## config.mk

```make
export PLATFORM = sky130hd
export DESIGN_NAME = hold_timer_array
export DESIGN_NICKNAME = d
export VERILOG_FILES = /design/src/rtl/hold_timer_pkg.sv /design/src/rtl/hold_timer_channel.sv /design/src/rtl/hold_timer_array.sv
export SDC_FILE = /design/constraint.sdc
export NUM_CORES = 1
export LEC_CHECK = 0
export ABC_AREA = 0
export CAP_MARGIN = 20
export CORE_ASPECT_RATIO = 1.25
export CORE_MARGIN = 10
export CORE_UTILIZATION = 58
export DETAILED_ROUTE_END_ITERATION = 16
export HOLD_SLACK_MARGIN = 0.1
export PLACE_DENSITY = 0.79
export RECOVER_POWER = 100
export SLEW_MARGIN = 30
export SYNTH_ARGS = -nofsm -noshare
export SYNTH_HDL_FRONTEND = slang
export SYNTH_SLANG_ARGS = --single-unit
```

## constraint.sdc

```tcl
create_clock -name i_clk -period 2.6 [get_ports i_clk]
set_clock_uncertainty 0.05 [all_clocks]
set_input_delay 0.26 -clock i_clk [delete_from_list [all_inputs] [get_ports i_clk]]
set_output_delay 0.26 -clock i_clk [all_outputs]
set_load 0.02 [all_outputs]
```

## src/rtl/hold_timer_pkg.sv

```systemverilog
// hold_timer_pkg: shared state encoding and default width for the hold timer array
package hold_timer_pkg;
   localparam int DEF_CNT_W = 8;
   typedef enum logic [1:0] {
      ST_IDLE  = 2'b00,
      ST_COUNT = 2'b01,
      ST_HELD  = 2'b10
   } state_t;
endpackage

```

## src/rtl/hold_timer_channel.sv

```systemverilog
// hold_timer_channel: one hold-detect channel
//   i_clk, i_reset      clock, synchronous active-high reset
//   i_in, i_en          synchronised level input, channel enable
//   i_limit, i_rpt_en   shared hold threshold (0 acts as 1), auto-repeat enable
//   o_f, o_pulse        HELD level, one-cycle entry/repeat strobe
module hold_timer_channel
   import hold_timer_pkg::*;
#(
   parameter int CNT_W = DEF_CNT_W
) (
   input  logic             i_clk,
   input  logic             i_reset,
   input  logic             i_in,
   input  logic             i_en,
   input  logic [CNT_W-1:0] i_limit,
   input  logic             i_rpt_en,
   output logic             o_f,
   output logic             o_pulse
);
   state_t           r_state, w_state_nx;
   logic [CNT_W-1:0] r_cnt, w_cnt_nx, r_lim, w_lim_nx, w_lim_eff, w_cnt_inc;
   logic             r_pulse, w_pulse_nx, w_one;

   assign w_lim_eff = (i_limit == '0) ? CNT_W'(1) : i_limit;
   assign w_one     = (w_lim_eff == CNT_W'(1));
   assign w_cnt_inc = r_cnt + CNT_W'(1);
   assign o_f       = (r_state == ST_HELD);
   assign o_pulse   = r_pulse;

   always_ff @(posedge i_clk) begin
      if (i_reset) begin
         r_state <= ST_IDLE;
         r_cnt   <= '0;
         r_lim   <= '0;
         r_pulse <= 1'b0;
      end else begin
         r_state <= w_state_nx;
         r_cnt   <= w_cnt_nx;
         r_lim   <= w_lim_nx;
         r_pulse <= w_pulse_nx;
      end
   end

   // A limit of one enters HELD directly with cnt=0, keeping cnt below lim_q
   // so the repeat comparison stays valid.
   always_comb begin
      w_state_nx = r_state;
      w_cnt_nx   = r_cnt;
      w_lim_nx   = r_lim;
      w_pulse_nx = 1'b0;
      if (!i_en || !i_in) begin
         w_state_nx = ST_IDLE;
         w_cnt_nx   = '0;
      end else begin
         case (r_state)
            ST_IDLE: begin
               w_lim_nx   = w_lim_eff;
               w_pulse_nx = w_one;
               w_state_nx = w_one ? ST_HELD : ST_COUNT;
               w_cnt_nx   = w_one ? '0 : CNT_W'(1);
            end
            ST_COUNT: begin
               w_pulse_nx = (w_cnt_inc == r_lim);
               w_state_nx = w_pulse_nx ? ST_HELD : ST_COUNT;
               w_cnt_nx   = w_pulse_nx ? '0 : w_cnt_inc;
            end
            ST_HELD: begin
               w_pulse_nx = i_rpt_en && (w_cnt_inc == r_lim);
               w_cnt_nx   = (!i_rpt_en || w_pulse_nx) ? '0 : w_cnt_inc;
            end
            default: begin
               w_state_nx = ST_IDLE;
               w_cnt_nx   = '0;
            end
         endcase
      end
   end
endmodule

```

## src/rtl/hold_timer_array.sv

```systemverilog
// hold_timer_array: multi-channel hold-detect timer
//   i_clk, i_reset      clock, synchronous active-high reset
//   i_in, i_en          per-channel level input and enable
//   i_limit, i_rpt_en   shared hold threshold (0 acts as 1), auto-repeat enable
//   o_f, o_pulse        per-channel HELD level and entry/repeat strobe
//   o_any               OR of o_f
module hold_timer_array
   import hold_timer_pkg::*;
#(
   parameter int CHANNELS = 4,
   parameter int CNT_W    = DEF_CNT_W
) (
   input  logic                i_clk,
   input  logic                i_reset,
   input  logic [CHANNELS-1:0] i_in,
   input  logic [CHANNELS-1:0] i_en,
   input  logic [CNT_W-1:0]    i_limit,
   input  logic                i_rpt_en,
   output logic [CHANNELS-1:0] o_f,
   output logic [CHANNELS-1:0] o_pulse,
   output logic                o_any
);
   for (genvar g = 0; g < CHANNELS; g++) begin : g_ch
      hold_timer_channel #(.CNT_W(CNT_W)) u_ch (
         .i_clk    (i_clk),
         .i_reset  (i_reset),
         .i_in     (i_in[g]),
         .i_en     (i_en[g]),
         .i_limit  (i_limit),
         .i_rpt_en (i_rpt_en),
         .o_f      (o_f[g]),
         .o_pulse  (o_pulse[g])
      );
   end

   assign o_any = |o_f;
endmodule

```

==> run_results.csv <==
group,metric,value,unit
status,status,"finished, final reports clean",
cells_and_area,layout.nets,485,
clock_tree,cts.sinks,76,
floorplanning,start_util,60.34,%
power,power_leakage,1.550,nW
sta,whs,416.3,ps
synth,synth_cell_types,52,
cells_and_area,n_fill_cell,496,
sta,min_period,2426,ps
clock_tree,htree_levels,3,
clock_tree,post_cts_buffers,0,
synth,synthTopCellsByArea,"dfxtp_1, nand2_1, xnor3_1",
global_route,grt_usage,17.46,%
sta,fin_crit_sh,93.32,%
route,first_pass_iters,6,
floorplanning,fp.dieW,91.87,µm
synth,syn_avg_cell_area,8.629,µm²
critical_path,crit_arrival,2120,ps
cells_and_area,layout-drive-gt1-share,6.638,%
synth,netlist_instances,434,
synth,yosysTopAreaCellShare,40.63,%
route,drtIter0Drc,167,
synth,synthesis.area,3745,µm²
synth,synth_top_flop_cell,"dfxtp_1",
clock_tree,clkLatencyLatePin,350,ps
cells_and_area,postLayoutCoreUtil,68.61,%
cells_and_area,multiInputGateArea,2093,µm²
synth,syn_nets,457,
floorplanning,io_pins,28,
sta,final_max_slew_viol_count,0,
global_route,antenna_found_initial,0,
floorplanning,design.die.area,10090,µm²
clock_tree,numCtsBuffers,9,
placed_design,port_buffers,27,
cells_and_area,post_layout_nonfiller_instances,552,
global_route,grt_max_degree,22,
critical_path,worst-path-max-fanout,7,
sta,max_freq,0.4122,GHz
critical_path,startpoint_type,"flip-flop",
route,viasPerCell,5.527,
cells_and_area,register_area,1521,µm²
sta,finalWorstSetupSlack,173.8,ps
route,drt_wl_total,8.545,mm
sta,slew_headroom,71.41,%
power,powerDensity,552.6,nW/µm²
hold_path,hold_class,"flip-flop to flip-flop",
clock_tree,cts_tree,"done",
clock_tree,cts_root_buf,"clkbuf_8",
sta,setup_viol,0,
route,vias,3051,
synth,ys_seq_elements,76,
sta,setup_tns,0,ps
critical_path,end_kind,"output pin",
cells_and_area,antenna_cells,0,
floorplanning,die_h,109.8,µm
sta,worst_slew_pin_slew,427.3,ps
floorplanning,core,6206,µm²
clock_tree,cts_hold_buf,0,
global_route,grt_pass1_vias,3038,
synth,yosysTopAreaCell,"dfxtp_1",
power,power.total,2.353,mW
global_route,grt_pass1_wl,14.19,mm
run,maxCapViolCount,0,
route,postRouteAntennaNets,0,
synth,yosysSeqAreaShare,40.63,%
clock_tree,ctsResizeCount,0,
critical_path,crit_type,"flip-flop to output pin",
route,wl_per_cell,15.48,µm
synth,synthArstFlopShare,0,%
placed_design,detailedPlace.worstSlack,241.3,ps
global_route,overflow,0,
placed_design,dp_hpwl,6.071,mm
sta,rsz0062_at_grt,"false",
placed_design,place_congestion,0.9296,
sta,hold_viol_final,0,
cells_and_area,areaGrowthSynthToFinish,13.70,%
synth,yosys_warnings,0,
clock_tree,clk_pin_slew,80,ps
clock_tree,clockBufferDepth,2,
critical_path,worstPathRequired,2290,ps
route,drc,0,
power,max-vdd-ir-drop,0.4755,mV
floorplanning,rows,32,
placed_design,placed_area,4066,µm²
synth,synth_edf_count,0,
cells_and_area,fin_area,4258,µm²
placed_design,dp_cells,536,
area by class of cell:
type                       instances  area share [%]
clock buffer                      12           3.644
clock inverter                     4           1.117
inverter                           4          0.3526
multi-input combinational        336           49.16
sequential                        76           35.73
tap                               85           2.498
timing repair buffer              35           7.493
metal layers:
layer	wire length, µm	up-vias	GRT usage, %	share of wire [%]
met4	194	0	8.499	2.3
li1	-	1554	-	-
met3	326	17	3.070	3.8
met2	4545	57	31.82	53
met5	0	-	0	0
met1	3478	1423	19.24	41
cell families after synthesis:
group | share of synthesized area, %
buf+inv | 3.475
simple gates | 27.06
flops | 40.63
fa+ha+maj | 1.337
mux | 0.8353
xor+xnor | 15.47
compound gates | 11.19
Yosys cell counts, types with 5 or more instances:
library cell and count:
nor4_1 5, xnor3_1 9, xor2_1 20, nand2_1 78
xnor2_1 23, o21ai_0 5, clkbuf_1 8, a21oi_1 34
dfxtp_1 76, nor2_1 49, buf_4 8, nand2b_1 5
nand3_1 17, nor2b_1 7, and3_1 7, nor3_1 18
a211oi_1 6
path summary, 6_finish.rpt:
| kind | depth (start not counted) | startpoint | slack [ps] | end |
|---|---|---|---|---|
| setup / recovery | 3 | g_ch[1].u_ch.r_state[0]$_SDFFE_PP0N_ | 170 | o_any |
| hold / removal | 2 | g_ch[0].u_ch.r_lim[6]$_SDFFE_PP0P_ | 420 | g_ch[0].u_ch.r_lim[6]$_SDFFE_PP0P_ |
| setup reg to reg | 7 | g_ch[0].u_ch.r_cnt[0]$_SDFF_PP0_ | 230 | g_ch[0].u_ch.r_state[0]$_SDFFE_PP0N_ |
| hold reg to reg | 2 | g_ch[0].u_ch.r_lim[6]$_SDFFE_PP0P_ | 420 | g_ch[0].u_ch.r_lim[6]$_SDFFE_PP0P_ |
where the power goes:
group / internal, mW / total, mW / switching, mW / leakage [nW]
Sequential: 1.19 / 1.22 / 0.0292 / 0.617
Clock: 0.493 / 0.921 / 0.428 / 0.102
Combinational: 0.0964 / 0.208 / 0.112 / 0.831
Total: 1.78 / 2.35 / 0.569 / 1.55
sequential cells by signal, summed over array words and instances, names as in the netlist:
name and flops:
g_ch.u_ch.r_state 8, g_ch.u_ch.o_pulse 4, g_ch.u_ch.r_lim 32, g_ch.u_ch.r_cnt 32
layout by cell type, fill, tap and decap left out, drive strengths merged, types with 3 or more instances in the layout:
master / n
o2111ai: 3
nand2b: 5
xor2: 20
and3: 8
nand3b: 4
xnor3: 9
inv: 4
o21a: 3
xnor2: 23
nor3: 19
and4: 4
a21oi: 34
clkdlybuf4s50: 15
nor4: 6
dlygate4sd3: 12
nand2: 78
o21ai: 6
buf: 5
nor2: 49
nor2b: 7
dfxtp: 76
ha: 4
clkbuf: 15
nand3: 18
a211oi: 6
worst max-delay path, stage by stage (launching register included):
cell and delay, ps:
dfxtp_1 470, nor2b_1 120, or4_1 510, dlygate4sd3_1 670
(Power assumes the default switching activity.)
